### src/rtl/pipeline_hazard_ctrl_pkg.sv
// rtl/pipeline_hazard_ctrl_pkg.sv - shared defines for the pipeline hazard controller
package pipeline_hazard_ctrl_pkg;

  typedef enum logic [1:0] {
    HZ_RUN      = 2'd0,
    HZ_MEM_WAIT = 2'd1,
    HZ_ERROR    = 2'd2
  } hz_state_e;

  localparam int DEFAULT_MEM_TIMEOUT = 16;

endpackage

### src/rtl/load_use_detect.sv
// rtl/load_use_detect.sv - combinational load-use hazard comparator between ID and EX
module load_use_detect (
  input  logic [4:0] rs1_ID,
  input  logic [4:0] rs2_ID,
  input  logic       rs1_used_ID,
  input  logic       rs2_used_ID,
  input  logic [4:0] rd_EX,
  input  logic       MemRead_EX,
  output logic       load_use
);

  logic rs1_hit;
  logic rs2_hit;

  assign rs1_hit  = rs1_used_ID && (rs1_ID == rd_EX);
  assign rs2_hit  = rs2_used_ID && (rs2_ID == rd_EX);
  // x0 is never really written, so a load targeting it creates no dependency
  assign load_use = MemRead_EX && (rd_EX != 5'd0) && (rs1_hit || rs2_hit);

endmodule

### src/rtl/pipeline_hazard_ctrl.sv
// rtl/pipeline_hazard_ctrl.sv - stall/flush controller with dmem watchdog and perf counters
module pipeline_hazard_ctrl
  import pipeline_hazard_ctrl_pkg::*;
#(
  parameter int MEM_TIMEOUT = DEFAULT_MEM_TIMEOUT,
  parameter int CNT_WIDTH   = 32
) (
  input  logic                 clk,
  input  logic                 rst,
  input  logic [4:0]           rs1_ID,
  input  logic [4:0]           rs2_ID,
  input  logic                 rs1_used_ID,
  input  logic                 rs2_used_ID,
  input  logic [4:0]           rd_EX,
  input  logic                 MemRead_EX,
  input  logic                 branch_taken_EX,
  input  logic                 dmem_req_MEM,
  input  logic                 dmem_ready_MEM,
  output logic                 pc_we,
  output logic                 if_id_we,
  output logic                 id_ex_we,
  output logic                 ex_mem_we,
  output logic                 if_id_flush,
  output logic                 id_ex_flush,
  output logic                 mem_wb_flush,
  output logic                 mem_err,
  output logic [1:0]           state,
  output logic [CNT_WIDTH-1:0] stall_cnt,
  output logic [CNT_WIDTH-1:0] flush_cnt
);

  localparam logic [7:0]           TIMEOUT = 8'(MEM_TIMEOUT);
  localparam logic [CNT_WIDTH-1:0] CNT_ONE = {{(CNT_WIDTH-1){1'b0}}, 1'b1};

  hz_state_e  state_q;
  hz_state_e  state_d;
  logic [7:0] wait_cnt;
  logic [7:0] wait_cnt_d;
  logic [7:0] wait_inc;
  logic       mem_stall;
  logic       load_use;

  load_use_detect u_load_use_detect (
    .rs1_ID      (rs1_ID),
    .rs2_ID      (rs2_ID),
    .rs1_used_ID (rs1_used_ID),
    .rs2_used_ID (rs2_used_ID),
    .rd_EX       (rd_EX),
    .MemRead_EX  (MemRead_EX),
    .load_use    (load_use)
  );

  assign mem_stall = dmem_req_MEM && !dmem_ready_MEM;
  assign wait_inc  = wait_cnt + 8'd1;

  always_comb begin
    pc_we        = 1'b1;
    if_id_we     = 1'b1;
    id_ex_we     = 1'b1;
    ex_mem_we    = 1'b1;
    if_id_flush  = 1'b0;
    id_ex_flush  = 1'b0;
    mem_wb_flush = 1'b0;
    state_d      = state_q;
    wait_cnt_d   = wait_cnt;

    if (rst) begin
      pc_we        = 1'b0;
      if_id_we     = 1'b0;
      id_ex_we     = 1'b0;
      ex_mem_we    = 1'b0;
      if_id_flush  = 1'b1;
      id_ex_flush  = 1'b1;
      mem_wb_flush = 1'b1;
      state_d      = HZ_RUN;
      wait_cnt_d   = 8'd0;
    end else if (state_q == HZ_ERROR) begin
      pc_we        = 1'b0;
      if_id_we     = 1'b0;
      id_ex_we     = 1'b0;
      ex_mem_we    = 1'b0;
      mem_wb_flush = 1'b1;
    end else if (mem_stall) begin
      // Freeze everything up to EX/MEM; branch and load-use re-present once memory answers
      pc_we        = 1'b0;
      if_id_we     = 1'b0;
      id_ex_we     = 1'b0;
      ex_mem_we    = 1'b0;
      mem_wb_flush = 1'b1;
      if (state_q == HZ_RUN) begin
        wait_cnt_d = 8'd1;
        state_d    = HZ_MEM_WAIT;
      end else begin
        wait_cnt_d = wait_inc;
        state_d    = (wait_inc >= TIMEOUT) ? HZ_ERROR : HZ_MEM_WAIT;
      end
    end else begin
      state_d    = HZ_RUN;
      wait_cnt_d = 8'd0;
      if (branch_taken_EX) begin
        if_id_flush = 1'b1;
        id_ex_flush = 1'b1;
      end else if (load_use) begin
        pc_we       = 1'b0;
        if_id_we    = 1'b0;
        id_ex_flush = 1'b1;
      end
    end
  end

  always_ff @(posedge clk) begin
    if (rst) begin
      state_q   <= HZ_RUN;
      wait_cnt  <= 8'd0;
      stall_cnt <= '0;
      flush_cnt <= '0;
    end else begin
      state_q  <= state_d;
      wait_cnt <= wait_cnt_d;
      if (!pc_we && (state_q != HZ_ERROR) && (stall_cnt != '1)) begin
        stall_cnt <= stall_cnt + CNT_ONE;
      end
      if (if_id_flush && (flush_cnt != '1)) begin
        flush_cnt <= flush_cnt + CNT_ONE;
      end
    end
  end

  assign mem_err = !rst && (state_q == HZ_ERROR);
  assign state   = state_q;

endmodule

### config.mk
export PLATFORM = sky130hd
export DESIGN_NAME = pipeline_hazard_ctrl
export DESIGN_NICKNAME = d
export VERILOG_FILES = /design/src/rtl/pipeline_hazard_ctrl_pkg.sv /design/src/rtl/load_use_detect.sv /design/src/rtl/pipeline_hazard_ctrl.sv
export SDC_FILE = /design/constraint.sdc
export NUM_CORES = 1
export LEC_CHECK = 0
export BUFFER_PORTS_ARGS = -buffer_cell sky130_fd_sc_hd__buf_2
export CORE_UTILIZATION = 25
export CTS_CLUSTER_SIZE = 24
export DETAILED_ROUTE_END_ITERATION = 12
export GPL_TIMING_DRIVEN = 0
export PLACE_DENSITY = 0.51
export SKIP_LAST_GASP = 1
export SLEW_MARGIN = 10
export SYNTH_ARGS = -nofsm -noshare
export SYNTH_HDL_FRONTEND = slang
export SYNTH_SLANG_ARGS = --single-unit
export TNS_END_PERCENT = 50
### constraint.sdc
create_clock -name clk -period 2.33 [get_ports clk]
set_clock_uncertainty 0.15 [all_clocks]
set_input_delay 0.3495 -clock clk [delete_from_list [all_inputs] [get_ports clk]]
set_output_delay 0.3495 -clock clk [all_outputs]
set_load 0.03 [all_outputs]
Word level (Yosys, flattened, before mapping)
Cells that the tools add are included.
Cells by class
  add/subtract/negate cells: 3
  magnitude comparators: 1
  equality and inequality tests: 6
  multiplexer cells: 25
  reduce and logical (&&, ||, !) cells: 15
Operator list (count)
  adder 32 x 1 -> 32 bit, second input constant: 2
  inequality test 32 bit, second input constant: 2
  two-way mux 1 bit: 20
  two-way mux 8 bit: 2
  == test 5 bit: 2
  logical AND 1 bit: 9
  adder 8 x 1 -> 8 bit, second input constant: 1
  >= comparator 8 x 5 -> 1 bit, second input constant: 1
  two-way mux 2 bit: 3
  nonzero test 5 bit: 1
  logical NOT 1 bit: 3
  == test 2 bit, second input constant: 1
  logical NOT 2 bit: 1
  inequality test 2 bit, second input constant: 1
  logical OR 1 bit: 1
Word-level totals
  register bits: 74
  bits of input ports: 23
  word-level logic and storage cells: 54

Longest topological paths before layout
Gate-level depths: netlist (run 1).
  depth after elaboration: 12
  depth in mapped cells: 8
  mapped depth without buffers: 7

Modules after synthesis
Synthesis (run 1) repeated with hierarchy kept, for this count alone.
Second synthesis, totals
  cell total of the unflattened synthesis: 491
  area total of the unflattened synthesis: 4025.1 µm²
Modules (own cells, without submodules)
  pipeline_hazard_ctrl: times used 1, cells each 474, area an instance 3891.2 µm²
  load_use_detect: times used 1, cells each 17, area an instance 133.9 µm²

Worst setup path before layout (run 1)
OpenSTA, ideal clock, no wires.
  path kind: reg-to-output
  from: register state_q[0], in the netlist state[0]
  to: output pc_we
  arrival time: 2.095 ns
  slack: -0.265 ns
  cell stages (with the launch flop): 5
  cells stage by stage: dfxtp_1 > nor2b_1 > or3_1 > a21oi_1 > buf_4
Between the ends
  word-level cells in the longest chain between the ends: 3
Ends and longest elaborated chain
  start: declaration: line pipeline_hazard_ctrl.sv:35  | hz_state_e state_q;
  start signal: assignment: line pipeline_hazard_ctrl.sv:118  | state_q <= state_d;
  == test 2 bit: line pipeline_hazard_ctrl.sv:77  | end else if (state_q == HZ_ERROR) begin
  two-way mux 1 bit (2 in a row)
  end: declaration: line pipeline_hazard_ctrl.sv:19  | output logic pc_we,
No other way between the ends.

Worst setup path after layout (run 1)
  from: input rd_EX[1]
  to: output pc_we
Between the ends
  word-level cells in the longest chain between the ends: 9
  elaborated cells between the ends (all ways): 13
  those cells by class: eq/ne: 2; mux: 5; reduce/logical: 6
Ends and longest elaborated chain
  start: declaration: line pipeline_hazard_ctrl.sv:14  | input logic [4:0] rd_EX,
  == test 5 bit, on equally long branches: line load_use_detect.sv:15, load_use_detect.sv:16
  logical AND 1 bit, on equally long branches: line load_use_detect.sv:15, load_use_detect.sv:16
  logical OR 1 bit: line load_use_detect.sv:18  | assign load_use = MemRead_EX && (rd_EX != 5'd0) && (rs1_hit || rs2_hit);
  logical AND 1 bit *: line load_use_detect.sv:18
  two-way mux 1 bit *: line pipeline_hazard_ctrl.sv:103  | end else if (load_use) begin
  two-way mux 1 bit *: line pipeline_hazard_ctrl.sv:100  | if (branch_taken_EX) begin
  two-way mux 1 bit *: line pipeline_hazard_ctrl.sv:83  | end else if (mem_stall) begin
  two-way mux 1 bit *: line pipeline_hazard_ctrl.sv:77
  two-way mux 1 bit *: line pipeline_hazard_ctrl.sv:67  | if (rst) begin
Every way passes the cells marked *; elsewhere a longest branch is shown, timed or not.

==> impl_metrics.csv, run 1 <==
group,metric,value,unit
status,outcome,"completed",
die,die_y,126,um
setup_path,crit_type,"in2out",
setup_path,crit_path_frequent_cell,"buf_2",
global_routing,grt_overflow_total,0,
routing,drt-total-wl,11300,um
synth,avgSynthCellArea,8.09,um2
synth,synth_flop_cell,"dfxtp_1",
clocking,cts_max_level,3,
setup_path,crit_path_max_fanout,3,
timing,setup_violations,0,
clocking,path_clk_slew,60,ps
routing,wl_met2,5400,um
routing,wl_met3,666,um
layout,mostFrequentLayoutCells,"buf_2 (100), dfxtp_1 (59), nor2_1 (54)",
placement,place_area,0.00460,mm2
die,die_area,0.0159,mm2
job,maxCapViolCount,0,
power,power.leakage,2.06,nW
layout,n_antenna_cell,0,
die,initial_core_util,26.1,%
clocking,cts_root_buffer,"clkbuf_16",
timing,tightest_slew,568,ps
layout,fin_area,0.00511,mm2
placement,dp_hpwl,8100,um
die,die_width,126,um
timing,grt_setup_unrepaired,"true",
routing,avgViaCountPerCell,5.07,
routing,drcViolationCount,0,
timing,timing.final.crit_share,97.0,%
clocking,cts_sinks,74,
global_routing,antenna_found_initial,0,
setup_path,end_kind,"output pin",
layout,layout_commonest_cell,"buf_2",
routing,m1WireLength,5160,um
setup_path,arrival,1760,ps
layout,area_growth,32.7,%
global_routing,grt_pass1_vias,3693,
power,cellPowerDensity,577,mW/mm2
setup_path,crit_path_cell_trace,"buf_2, or4_1, o21ai_2, nor2_1, a21oi_4, buf_4, buf_2",
die,io-pin-count,97,
global_routing,grt_pass1_wl,18700,um
layout,nets,623,
setup_path,cp.required,1830,ps
timing,slew_viol_final,0,
layout,layout-drive-gt1-share,29.5,%
routing,drtIter0Drc,232,
clocking,numCtsBuffers,9,
routing,wire_per_inst,14.5,um
clocking,cts_buffer_depth,2,
routing,top_layer,"met4",
die,coreArea,0.0148,mm2
setup_path,cp-start-kind,"primary input",
routing,drt-pass1-iter-count,4,
timing,slew_headroom,61.8,%
synth,synth.distinct_cells,44,
synth,syn-cell-area,0.00385,mm2
global_routing,grt.total_usage,14.7,%
synth,synth_cells,476,
placement,place.port_buffers,96,
routing,drtAntennaViolNets,0,
synth,syn_nets,503,
die,rows,44,
timing,period_minus_slack,2260,ps
timing,fin_setup_tns,0,ps
min_path,min_path_type,"in2reg",
power,peakVddDrop,0.378,mV
synth,yosys_warnings,0,
synth,yosysSeqAreaShare,38.5,%
clocking,cts_tree,"done",
setup_path,max_stage_delay,530,ps
timing,max_freq,442,MHz
setup_path,crit_slowest_cell,"or4_1",
synth,synth_seq_cells,74,
timing,final_hold_viol_count,0,
clocking,insertion_delay,340,ps
global_routing,grt_max_degree,13,
timing,fin_hold_ws,224,ps
synth,async_reset_ff_share,0,%
placement,gp_congestion,0.803,
power,total_power,0.00295,W
synth,synth-edff-count,0,
routing,num_vias,3979,
==> path summary, 6_finish.rpt <==
check                                   from                    endpoint  slack [ps]  cells after the start
setup / recovery                    rd_EX[1]                       pc_we          70                      7
hold / removal                  dmem_req_MEM       state[0]$_SDFFE_PP0N_         220                      3
setup reg to reg   stall_cnt[0]$_SDFFE_PP0P_  stall_cnt[24]$_SDFFE_PP0P_          90                      8
hold reg to reg   stall_cnt[29]$_SDFFE_PP0P_  stall_cnt[29]$_SDFFE_PP0P_         350                      2
==> repair_timing <==
action	in CTS	in global routing
hold buffers	0	0
pin swaps	2	10
buffers inserted	2	11
gates resized for setup	3	18
endpoints found under the setup margin	34	56
==> kinds of logic (layout without fill, tap and decap cells) <==
family	Yosys count	in the layout	share of synthesized area (%)
adders and majority gates	4	4	1.30
xor gates and xnor gates	39	39	8.87
muxes	5	5	1.40
buffers and inverters	28	153	3.22
DFF	74	74	38.5
and+or+nand+nor	238	238	33.8
AOI/OAI and AO/OA	88	88	12.9
==> sequential cells by signal, summed over array words and instances, names as in the netlist <==
| register | cells |
|---|---|
| stall_cnt | 32 |
| flush_cnt | 32 |
| state | 2 |
| wait_cnt | 8 |
==> where the power goes <==
group	internal [W]	total, W	switching [W]	leakage, nW
Clock	0.000881	0.00142	0.000543	0.151
Sequential	0.00128	0.00129	0.0000153	0.604
Combinational	0.0000805	0.000231	0.000150	1.30
Total	0.00224	0.00295	0.000708	2.06
==> worst max-delay path, delay by kind of cell <==
family | cells | cell delay (ps)
and+or+nand+nor | 2 | 630
buffers and inverters | 3 | 420
AOI/OAI and AO/OA | 2 | 360
==> synthesized netlist by cell type (5+ instances only) <==
library cell | n | area share (%)
nor3_1 | 9 | 1.2
nor2_1 | 54 | 5.3
o21ai_0 | 36 | 4.7
clkbuf_1 | 12 | 1.2
nand3_1 | 34 | 4.4
o31ai_1 | 5 | 0.98
nand4_1 | 29 | 4.7
xor2_1 | 19 | 4.3
or3_1 | 29 | 4.7
a21oi_1 | 36 | 4.7
nor2b_1 | 9 | 1.5
inv_1 | 7 | 0.68
or4_1 | 5 | 0.98
nor4_1 | 5 | 0.81
buf_2 | 6 | 0.78
dfxtp_1 | 74 | 38
xnor2_1 | 20 | 4.5
nand2_1 | 28 | 2.7
and3_1 | 17 | 2.8
==> layout make-up <==
cell class,instances,area [um2]
plain buffers,21,104
clock buffers,11,253
clock inverters,5,52.6
fillers,1566,9650
inverters,7,26.3
multi-input cells,374,2360
flip-flops and latches,74,1510
well taps,184,230
repair buffers,109,578
==> per-layer routing <==
| metal | vias to the layer above | GRT usage (%) |
|---|---|---|
| met5 | - | 0 |
| met4 | 0 | 3.33 |
| met3 | 11 | 5.01 |
| met2 | 126 | 24.1 |
| met1 | 1892 | 18.4 |
| li1 | 1950 | - |
==> per-stage QoR <==
stage | setup WS, ps | std cells | utilization, %
after CTS | -81.7 | 774 | 33.5
after floorplan | 8.48 | 476 | -
after global placement | -239 | 756 | 31.2
final | 68.8 | 785 | 34.6
after global routing | -68.7 | 785 | 34.6
after detailed placement | -228 | 756 | 31.2
Power figures use the tool's default switching activity.
==> run 2: changes to the inputs <==
Settings changed: CELL_PAD_IN_SITES_DETAIL_PLACEMENT from default to 0, CELL_PAD_IN_SITES_GLOBAL_PLACEMENT from default to 1, PLACE_DENSITY 0.51 to 0.64.
==> impl_metrics.csv, run 2 (synthesis results as in run 1) <==
group,metric,value,unit
status,outcome,"completed",
setup_path,max_stage_delay,520,ps
layout,layout_commonest_cell,"buf_2",
clocking,cts_root_buffer,"clkbuf_16",
timing,slew_viol_final,0,
timing,slew_headroom,63.3,%
global_routing,grt_max_degree,12,
timing,timing.final.crit_share,97.9,%
clocking,numCtsBuffers,9,
routing,drtAntennaViolNets,0,
die,die_width,126,um
setup_path,crit_path_frequent_cell,"buf_2",
layout,fin_cells,784,
setup_path,end_kind,"output pin",
layout,n_antenna_cell,0,
routing,drtIter0Drc,191,
clocking,insertion_delay,340,ps
power,power.switching,0.000686,W
placement,dpl.cell_count,756,
die,rows,44,
setup_path,crit_path_cell_trace,"buf_2, or4_1, o21ai_1, nor2_1, a21oi_4, buf_4, buf_2",
layout,fin_area,0.00511,mm2
min_path,min_path_type,"in2reg",
global_routing,grt.total_usage,14.7,%
global_routing,grt_pass1_vias,3719,
layout,layout-drive-gt1-share,29.5,%
layout,regArea,0.00151,mm2
power,total_power,0.00281,W
setup_path,crit_path_max_fanout,3,
placement,place.port_buffers,96,
placement,place_area,0.00460,mm2
die,coreArea,0.0148,mm2
routing,wire_per_inst,14.2,um
global_routing,grt_pass1_wl,18700,um
setup_path,crit_type,"in2out",
setup_path,cp-start-kind,"primary input",
layout,nets,623,
layout,mostFrequentLayoutCells,"buf_2 (99), dfxtp_1 (59), nor2_1 (54)",
timing,grt_setup_unrepaired,"true",
timing,max_freq,438,MHz
routing,num_vias,3846,
setup_path,crit_slowest_cell,"or4_1",
clocking,hold_buffers,0,
routing,drcViolationCount,0,
placement,dp_hpwl,8100,um
power,swShare,24.4,%
routing,drt-total-wl,11100,um
placement,gp_congestion,0.814,
power,pwr-share-seq,46.1,%
clocking,cts_sinks,74,
global_routing,grt_overflow_total,0,
die,initial_core_util,26.1,%
timing,final_hold_viol_count,0,
layout,n_fill_cell,1582,
die,io-pin-count,97,
layout,top_regs,"flush_cnt: 32 flops, stall_cnt: 32 flops, wait_cnt: 8 flops",
clocking,cts_buffer_depth,2,
layout,fin_util,34.6,%
power,p_int,0.00213,W
setup_path,arrival,1780,ps
timing,tightest_slew,546,ps
power,power.leakage,2.06,nW
clocking,cts_max_level,3,
layout,multiInputGateArea,0.00238,mm2
die,die_area,0.0159,mm2
global_routing,antenna_found_initial,0,
power,peakVddDrop,0.321,mV
clocking,cts_tree,"done",
timing,fin_setup_tns,0,ps
timing,setup_violations,0,
clocking,path_clk_slew,50,ps
power,pwr-share-comb,8.1,%
die,die_y,126,um
timing,period_minus_slack,2280,ps
power,p_clk_share,45.8,%
job,maxCapViolCount,0,
setup_path,cp.required,1830,ps
power,cellPowerDensity,551,mW/mm2
routing,drt-pass1-iter-count,4,
routing,avgViaCountPerCell,4.91,
layout,area_growth,32.7,%
[run 2: routing by layer]
metal | share of wire [%] | vias to the layer above | wire length, um | GRT usage [%]
met4 | 1.3 | 0 | 144 | 4.39
met1 | 47 | 1789 | 5230 | 18.5
met5 | 0 | - | 0 | 0
met2 | 46 | 79 | 5140 | 23.9
met3 | 5.4 | 11 | 599 | 4.93
li1 | - | 1967 | - | -
[run 2: path summary, 6_finish.rpt]
path	to	from	slack, ps	depth (start not counted)
setup / recovery	pc_we	rd_EX[1]	50	7
hold / removal	state[0]$_SDFFE_PP0N_	dmem_req_MEM	220	3
setup reg to reg	stall_cnt[23]$_SDFFE_PP0P_	stall_cnt[2]$_SDFFE_PP0P_	120	7
hold reg to reg	stall_cnt[29]$_SDFFE_PP0P_	stall_cnt[29]$_SDFFE_PP0P_	360	2
[run 2: critical path: cells and delay by family]
family,cells,cell delay (ps)
and+or+nand+nor,2,630
AOI/OAI and AO/OA,2,390
buffers and inverters,3,420
[run 2: final cells by class]
| class | instances | area share [%] |
|---|---|---|
| sequential | 74 | 29.5 |
| timing repair buffer | 109 | 11.3 |
| buffer | 21 | 2.30 |
| inverter | 7 | 0.514 |
| clock buffer | 12 | 5.02 |
| clock inverter | 3 | 0.294 |
| multi-input combinational | 374 | 46.6 |
| tap | 184 | 4.51 |
[run 2: power by group through the flow]
stage / clock network [W] / logic, W / registers, W
floorplan: 0 / 0.000118 / 0.00134
global placement: 0 / 0.000219 / 0.00132
detailed placement: 0 / 0.000220 / 0.00132
CTS: 0.00134 / 0.000225 / 0.00129
global route: 0.00141 / 0.000250 / 0.00130
finish: 0.00129 / 0.000227 / 0.00130
[run 2: per-stage QoR]
| step | hold slack, ps | setup WS [ps] |
|---|---|---|
| after global placement | 340 | -260 |
| after floorplan | 322 | 8.48 |
| final | 216 | 48.0 |
| after CTS | 214 | -23.5 |
| after global routing | 247 | -74.8 |
| after detailed placement | 336 | -282 |
[run 2: what timing repair did]
item,in CTS,in global routing
endpoints found under the setup margin,43,48
resized for setup,10,24
setup buffers,1,11
gates cloned,0,1
pin swaps,2,7
